`config.mk`:
```
export PLATFORM = sky130hd
export DESIGN_NAME = pb_conditioner
export DESIGN_NICKNAME = d
export VERILOG_FILES = /design/src/rtl/sass_pkg.sv /design/src/rtl/pb_debounce_bit.sv /design/src/rtl/pb_conditioner.sv
export SDC_FILE = /design/constraint.sdc
export NUM_CORES = 1
export LEC_CHECK = 0
export ABC_AREA = 0
export CAP_MARGIN = 15
export CELL_PAD_IN_SITES_DETAIL_PLACEMENT = 0
export CELL_PAD_IN_SITES_GLOBAL_PLACEMENT = 1
export CORE_MARGIN = 4
export CORE_UTILIZATION = 42
export CTS_CLUSTER_DIAMETER = 100
export DETAILED_ROUTE_END_ITERATION = 6
export PLACE_DENSITY = 0.76
export SLEW_MARGIN = 30
export SYNTH_ARGS = -nofsm -noshare
export SYNTH_HDL_FRONTEND = slang
export SYNTH_SLANG_ARGS = --single-unit
```
`constraint.sdc`:
```
create_clock -name hwclk -period 2.05 [get_ports hwclk]
set_input_delay 0.41 -clock hwclk [delete_from_list [all_inputs] [get_ports hwclk]]
set_output_delay 0.41 -clock hwclk [all_outputs]
set_load 0.03 [all_outputs]
```
`src/rtl/sass_pkg.sv`:
```
// -----------------------------------------------------------------------------
// sass_pkg
// Shared constants and types for the sass_synth input path.
//   - CLK_HZ / DEB_MS / DEB_CYCLES_DEFAULT : debounce timing at 12 MHz
//   - db_state_t                           : per-button debounce FSM states
//   - PB_* indices                         : control-button positions in pb
//   - lowest_idx()                         : lowest-set-bit encoder for keys
// -----------------------------------------------------------------------------
package sass_pkg;

   localparam int CLK_HZ             = 12_000_000;
   localparam int DEB_MS             = 10;
   localparam int DEB_CYCLES_DEFAULT = (CLK_HZ / 1000) * DEB_MS;

   typedef enum logic {
      DB_STABLE  = 1'b0,
      DB_PENDING = 1'b1
   } db_state_t;

   // Control buttons sit above the 15 piano keys.
   localparam int PB_CS    = 15;
   localparam int PB_RST   = 16;
   localparam int PB_PLAY  = 17;
   localparam int PB_POWER = 18;
   localparam int PB_TEMPO = 19;

   // Index of the lowest set bit; 0 when nothing is set.
   function automatic logic [3:0] lowest_idx(input logic [15:0] v);
      logic [3:0] idx;
      idx = 4'd0;
      // Scan downward so the lowest set bit is the last one written.
      for (int i = 15; i >= 0; i--) begin
         if (v[i]) begin
            idx = 4'(i);
         end
      end
      return idx;
   endfunction

endpackage

```
`src/rtl/pb_debounce_bit.sv`:
```
// -----------------------------------------------------------------------------
// pb_debounce_bit
// One button: 2-flop synchroniser, then a STABLE/PENDING debounce FSM that
// accepts a new level only after DEB_CYCLES consecutive disagreeing samples.
// Ports:
//   hwclk  in  system clock
//   n_rst  in  synchronous active-low reset
//   raw    in  asynchronous raw button input
//   level  out debounced level
//   rise   out one-cycle pulse coincident with level 0->1
//   fall   out one-cycle pulse coincident with level 1->0
// -----------------------------------------------------------------------------
module pb_debounce_bit
   import sass_pkg::*;
#(
   parameter int DEB_CYCLES = DEB_CYCLES_DEFAULT
) (
   input  logic hwclk,
   input  logic n_rst,
   input  logic raw,
   output logic level,
   output logic rise,
   output logic fall
);

   localparam int            CW   = $clog2(DEB_CYCLES + 1);
   localparam logic [CW-1:0] ONE  = CW'(1);
   localparam logic [CW-1:0] LAST = CW'(DEB_CYCLES - 1);

   logic          s1;
   logic          s2;
   db_state_t     state;
   logic [CW-1:0] count;

   // Synchroniser, debounce FSM and registered level/pulse outputs.
   always_ff @(posedge hwclk) begin
      if (!n_rst) begin
         s1    <= 1'b0;
         s2    <= 1'b0;
         state <= DB_STABLE;
         count <= '0;
         level <= 1'b0;
         rise  <= 1'b0;
         fall  <= 1'b0;
      end else begin
         s1   <= raw;
         s2   <= s1;
         rise <= 1'b0;
         fall <= 1'b0;
         case (state)
            DB_STABLE: begin
               if (s2 != level) begin
                  // A single required sample means the first mismatch is accepted.
                  if (DEB_CYCLES == 1) begin
                     level <= s2;
                     rise  <= s2;
                     fall  <= ~s2;
                     count <= '0;
                  end else begin
                     state <= DB_PENDING;
                     count <= ONE;
                  end
               end else begin
                  count <= '0;
               end
            end
            DB_PENDING: begin
               if (s2 == level) begin
                  // Bounce back to the old level: abandon the candidate.
                  state <= DB_STABLE;
                  count <= '0;
               end else if (count == LAST) begin
                  level <= s2;
                  rise  <= s2;
                  fall  <= ~s2;
                  state <= DB_STABLE;
                  count <= '0;
               end else begin
                  count <= count + ONE;
               end
            end
            default: begin
               state <= DB_STABLE;
               count <= '0;
            end
         endcase
      end
   end

endmodule

```
`src/rtl/pb_conditioner.sv`:
```
// -----------------------------------------------------------------------------
// pb_conditioner
// Conditions WIDTH raw push-buttons for the synth core: per-bit sync+debounce,
// clean levels with rise/fall pulses, a registered lowest-index piano-key
// encoder and optional latch-style toggle outputs.
// Optional feature macro: PB_TOGGLE_EN (toggle flops on TOGGLE_MASK bits;
// without it pb_toggle is constant zero).
// Ports:
//   hwclk     in  system clock
//   n_rst     in  synchronous active-low reset
//   pb_raw    in  [WIDTH] raw active-high buttons
//   pb_level  out [WIDTH] debounced levels
//   pb_rise   out [WIDTH] one-cycle rise pulses
//   pb_fall   out [WIDTH] one-cycle fall pulses
//   key_valid out any piano key held (trails pb_level by one cycle)
//   key_idx   out [4] lowest held piano key, 0 when none
//   pb_toggle out [WIDTH] toggle state per masked bit
// -----------------------------------------------------------------------------
module pb_conditioner
   import sass_pkg::*;
#(
   parameter int               WIDTH       = 20,
   parameter int               NKEYS       = 15,
   parameter int               DEB_CYCLES  = DEB_CYCLES_DEFAULT,
   parameter logic [WIDTH-1:0] TOGGLE_MASK = {WIDTH{1'b0}}
) (
   input  logic             hwclk,
   input  logic             n_rst,
   input  logic [WIDTH-1:0] pb_raw,
   output logic [WIDTH-1:0] pb_level,
   output logic [WIDTH-1:0] pb_rise,
   output logic [WIDTH-1:0] pb_fall,
   output logic             key_valid,
   output logic [3:0]       key_idx,
   output logic [WIDTH-1:0] pb_toggle
);

   for (genvar g = 0; g < WIDTH; g++) begin : g_bit
      pb_debounce_bit #(
         .DEB_CYCLES(DEB_CYCLES)
      ) u_deb (
         .hwclk(hwclk),
         .n_rst(n_rst),
         .raw  (pb_raw[g]),
         .level(pb_level[g]),
         .rise (pb_rise[g]),
         .fall (pb_fall[g])
      );
   end

   logic [15:0] keys;

   // Zero-extend the piano-key slice to the encoder's 16-bit input.
   always_comb begin
      keys              = 16'h0000;
      keys[NKEYS-1:0]   = pb_level[NKEYS-1:0];
   end

   // Registered key encoder.
   always_ff @(posedge hwclk) begin
      if (!n_rst) begin
         key_valid <= 1'b0;
         key_idx   <= 4'd0;
      end else begin
         key_valid <= |keys;
         key_idx   <= lowest_idx(keys);
      end
   end

`ifdef PB_TOGGLE_EN
   logic [WIDTH-1:0] toggle_q;

   // Latch-style toggles: unmasked bits never change from 0.
   always_ff @(posedge hwclk) begin
      if (!n_rst) begin
         toggle_q <= {WIDTH{1'b0}};
      end else begin
         toggle_q <= toggle_q ^ (pb_rise & TOGGLE_MASK);
      end
   end

   assign pb_toggle = toggle_q;
`else
   assign pb_toggle = {WIDTH{1'b0}};
`endif

endmodule

```
### Word-level counts from Yosys, hierarchy flattened

Index checks and enable logic that the tools add are counted.
Widths: inputs -> output; s select.

| cells by class | value |
|---|---|
| add/sub/neg operators | 20 |
| eq/ne operators | 60 |
| muxes and demuxes | 174 |
| bitwise operators | 81 |
| reductions and logical operators | 45 |

Operators by type and width:

| cell | count |
|---|---|
| $mux 17 | 40 |
| $pmux 17 s2 | 20 |
| $add 17x1->17 const B | 20 |
| $eq 17x17->1 const B | 20 |
| $mux 1 | 81 |
| $not 1->1 | 81 |
| $reduce_or 4->1 | 20 |
| $reduce_and 3->1 | 20 |
| $pmux 1 s2 | 20 |
| $mux 4 | 7 |
| $eq 1x1->1 | 20 |
| $ne 1x1->1 | 20 |
| $reduce_or 15->1 | 1 |
| $mux 3 | 4 |
| $reduce_or 9->1 | 1 |
| $reduce_or 5->1 | 1 |
| $mux 2 | 2 |
| $reduce_or 3->1 | 1 |
| $reduce_or 2->1 | 1 |

| storage, ports and cells | value |
|---|---|
| flip-flop bits (word level) | 465 |
| input port bits | 22 |
| output and inout port bits | 85 |
| word-level logic and storage cells | 525 |

### Longest topological paths before layout

| depth | value |
|---|---|
| depth after elaboration | 14 |
| gate-level depth with buffers | 7 |
| gate-level depth less buffers | 5 |

### Hierarchy

A second synthesis with hierarchy kept.

| unflattened totals | value |
|---|---|
| cells, all modules | 2203 |
| area total of the unflattened synthesis | 20140.6 µm² |

Modules (own cells, without submodules):

| module | instances | cells each | area each (µm²) | seq. area each (µm²) |
|---|---|---|---|---|
| pb_debounce_bit (g_bit[10].u_deb ...) | 14 | 107 | 974.7 | 460.4 |
| pb_debounce_bit (g_bit[0].u_deb ...) | 3 | 110 | 1004.7 | 460.4 |
| pb_debounce_bit (g_bit[3].u_deb) | 1 | 106 | 1019.7 | 460.4 |
| pb_debounce_bit (g_bit[9].u_deb) | 1 | 108 | 1016.0 | 460.4 |
| pb_debounce_bit (g_bit[4].u_deb) | 1 | 105 | 1007.2 | 460.4 |
| pb_conditioner | 1 | 56 | 437.9 | 100.1 |

### Worst setup path after synthesis

No wires, ideal clock.

| path | value |
|---|---|
| path kind | register to register |
| from | reg g_bit[18].u_deb.count[0] |
| to | reg g_bit[18].u_deb.count[11] |
| setup time | 115 ps |
| arrival | 1950 ps |
| data required time | 1935 ps |
| slack | -15 ps |
| stages on the path, launching flop included | 8 |
| path buffers | 2 |
| period minus slack after synthesis | 2065 ps |
| cell sequence | dfxtp_1 -> ha_1 -> or4b_2 -> nor4_4 -> or2_2 -> buf_2 -> buf_4 -> nor2_1 |

| on the way | value |
|---|---|
| word-level cells in the longest chain between the ends | 4 |
| elaborated cells on any way between the ends | 5 |
| those cells by class | add/sub: 1; eq/ne: 1; mux: 3 |

Ends and longest elaborated chain:

| what | line | RTL |
|---|---|---|
| start: declaration | pb_debounce_bit.sv:33 | `logic [CW-1:0] count;` |
| start signal: assignment | pb_debounce_bit.sv:79 | `count <= count + ONE;` |
| $add 17x1->17 or $eq 17x17->1 (tied branches) | pb_debounce_bit.sv:79, pb_debounce_bit.sv:72 |  |
| $mux 17 * | pb_debounce_bit.sv:72 | `end else if (count == LAST) begin` |
| $mux 17 * | pb_debounce_bit.sv:68 | `if (s2 == level) begin` |
| $pmux 17 s2 * | pb_debounce_bit.sv:50 | `case (state)` |

Every way passes the cells marked *; elsewhere a longest branch is shown, timed or not.
A chain may end at the register's enable or synchronous reset.

### Worst setup path in the final report

| path | value |
|---|---|
| from | reg g_bit[8].u_deb.fall |
| to | out pb_fall[8] |

RTL lines:

| what | line | RTL |
|---|---|---|
| start: declaration | pb_debounce_bit.sv:23 | `output logic fall` |
| start signal: assignment | pb_debounce_bit.sv:57 | `fall <= ~s2;` |
| start signal: assignment | pb_debounce_bit.sv:75 | `fall <= ~s2;` |
| end: declaration | pb_conditioner.sv:32 | `output logic [WIDTH-1:0] pb_fall,` |

No word-level cell between the ends.

==> reports/summary.txt <==
status: finished clean
highest net fanout along the worst path: 1
I/O pin count: 107
average size of a mapped cell: 8.84 um^2
Die Span Y: 227 um
Skew-Pair Late Insertion Delay: 0.57 ns
First-pass DRT Iterations: 5
Slew Limit Fails: 0
final instance area: 23400 um^2
Worst Path Buf+Inv: 1
fraction of synthesis flops using an asynchronous set or reset pin: 0%
cells along the critical path: clkdlybuf4s50_1
RSZ-0062 raised after global routing: no
share of the synthesized area in the top cell type: 46.1%
highest attainable clock frequency: 506 MHz
clock buffer count from CTS: 53
HPWL after detailed placement: 29000 um
maximum number of pins on one net before global-route repair: 44
share of post-route cells with drive strength above 1: 8.14%
sum of met3 wire segment lengths after detailed routing: 1970 um
critical path arrival: 1.57 ns
worst hold path depth: 3
highest metal used: met4
kind of cell adding the most delay to the critical path: buffers and inverters
count of warnings emitted by yosys: 0
count of routing violations after the opening detailed-route iteration: 746
layout overhead on the synthesized area: 16.0%
drt total wl: 41400 um
number of antenna violations at the first check in global routing: 0
most common cell after layout, fill and taps aside: dfxtp_1
ratio of total power to cell area: 793 nW/um^2
delay of the slowest critical-path stage: 0.67 ns
final core utilization: 49.2%
final cycle utilization of the critical path: 96.4%
count of cell instances traversed by the critical path: 1
Final setup violation count: 0
die boundary width: 227 um
cell type with the largest total area after synthesis: dfxtp_1
final cell count without fillers: 3047
Final Hold Fails: 0
first-pass GRT wire length: 70300 um
distinct cell type count after synthesis: 66
Peak VDD IR: 0.000717 V
Longest Clk Path Bufs: 3
startpoint kind of the worst setup timing path: register
cell count after placement: 2958
placed standard-cell area: 21700 um^2
met1 wire length: 20100 um
relative slew slack: 63.7%
Via density: 5.06
core outline area: 47600 um^2
number of instances in the synthesized netlist: 2285
row count: 80
Max stage delay cell, worst path: clkdlybuf4s50_1
top library cells by usage in the layout, fill and taps aside: 464 x dfxtp_1, 388 x nor2_1, 226 x xnor2_1
library cell used as clock root buffer: clkbuf_16
start-to-end type of the worst setup path: register to output pin
TritonCTS clock tree: built
Critical Path RT: 1.64 ns
max-cap violation count: 0
count of nets after finishing: 2440
diodes inserted: 0
ys flop type: dfxtp_1
IO buf count: 86
via count of the first global-routing pass: 14700
Final min period: 1.98 ns
total global-route track usage: 16.0%
kind of capture point of the worst setup path: output pin
Hold Path Class: input port to register
setup total negative slack: 0 ns
number of enable-type register cells in the synthesized netlist: 0
number of sinks on the clock net: 465
part of the Yosys area used for sequential elements: 46.1%
Post-Syn Area: 20200 um^2
count of nets left with antenna violations after detail routing: 0
static leakage: 7.45 nW
Post-Route Hold Slack: 0.250 ns
starting utilization of the core area: 42.4%
sum of met2 wire segment lengths after detailed routing: 18400 um
routed via count: 15400
final global-route overflow total: 0
Wirelength per Cell: 13.6 um
biggest area contributors in the synthesized netlist: dfxtp_1 46%, xnor2_1 9.8%, nor2_1 7.2%, nand4_1 3.6%, xor2_1 3.4%
worst reg-to-reg path cell count: 6
H-Tree Depth: 2
skew final: 0.00828 ns
Die Outline Area: 51700 um^2
post-route DRC violation count: 0
number of flip-flops and latches in the synthesized netlist: 465
slew of the pin with the lowest slew margin: 0.545 ns
final RePlAce weighted congestion: 0.812
clock-pin slew on the worst setup and hold paths: 0.05 ns
[Yosys cell counts, types with 3 or more instances]
cell type	n
dfxtp_1	465
nor2_1	388
xnor2_1	226
nand2_1	131
nand3_1	131
nand4_1	117
nor4_1	106
nor3_1	88
inv_1	86
buf_4	84
xor2_1	78
and2_1	46
and3_1	33
clkbuf_1	29
a21oi_1	26
ha_1	20
and4_1	17
nor2b_1	15
mux2i_1	14
o31ai_1	13
buf_2	12
nor3b_1	12
nor4b_1	10
o21ai_0	10
or2_2	10
or4_1	10
or3_1	9
nand4b_1	7
o21a_1	7
a31oi_1	6
nor4bb_1	5
or4b_2	5
or4bb_1	5
a211o_1	4
a21o_1	4
nand4bb_1	4
a41o_1	3
buf_1	3
buf_6	3
nand2b_1	3
nor4_2	3
or3b_1	3
or3b_2	3
[registers in the layout (all words and copies together) (netlist names)]
| signal | cells |
|---|---|
| g_bit.u_deb.count | 340 |
| g_bit.u_deb.fall | 20 |
| g_bit.u_deb.level | 20 |
| g_bit.u_deb.s1 | 20 |
| key_valid | 1 |
| key_idx | 4 |
| g_bit.u_deb.rise | 20 |
| g_bit.u_deb.state | 20 |
| g_bit.u_deb.s2 | 20 |
[routing by layer]
| metal | track usage, % | vias to the layer above |
|---|---|---|
| li1 | - | 8035 |
| met1 | 21.9 | 7086 |
| met2 | 25.4 | 231 |
| met3 | 3.53 | 62 |
| met4 | 4.61 | 0 |
| met5 | 0 | - |
[layout make-up]
class                           count  area [um^2]
Sequential cell                   465         9310
Clock inverter                     18          206
Tap cell                          615          769
Clock buffer                       71         1480
Multi-Input combinational cell   1621         9800
Inverter                           86          323
Timing Repair Buffer              171         1530
Fill cell                        4488        24200
[repair_timing]
action | CTS | global route
buffers inserted | 0 | 0
endpoints found under the hold margin | 0 | 0
hold buffers | 0 | 0
endpoints found under the setup margin | 27 | 15
gates resized for setup | 28 | 10
[worst register-to-register path, stage by stage (launching register included)]
cell     delay, ns
dfxtp_1       0.38
ha_2          0.20
or4b_2        0.63
nor4_4        0.19
buf_4         0.17
a21oi_1       0.06
a41o_1        0.20
[cells by family after synthesis]
logic type | after synthesis | synth area share, %
buf+inv | 218 | 5.81
xor+xnor | 304 | 13.2
compound gates | 92 | 3.12
fa+ha+maj | 20 | 1.24
mux | 14 | 0.694
other cells | 1 | 0.0186
flops | 465 | 46.1
simple gates | 1171 | 29.8
[final timing paths]
kind                             from               endpoint  slack [ns]
min                             n_rst  g_bit[18].u_deb.state        0.25
max               g_bit[8].u_deb.fall             pb_fall[8]        0.07
min reg2reg        g_bit[11].u_deb.s1     g_bit[11].u_deb.s2        0.43
max reg2reg  g_bit[18].u_deb.count[1]  g_bit[18].u_deb.level        0.11
[power breakdown]
| part | switching, W | internal [W] |
|---|---|---|
| registers | 0.0000443 | 0.00910 |
| clock network | 0.00363 | 0.00554 |
| logic | 0.000155 | 0.000102 |
| total | 0.00383 | 0.0147 |
[stage by stage]
step	power [W]	setup WS (ns)
global placement	0.00960	0.165
global route	0.0193	0.000928
finish	0.0186	0.0731
detailed placement	0.00960	0.115
CTS	0.0189	0.00887
floorplan	0.00952	0.0136
(Power assumes the default switching activity.)
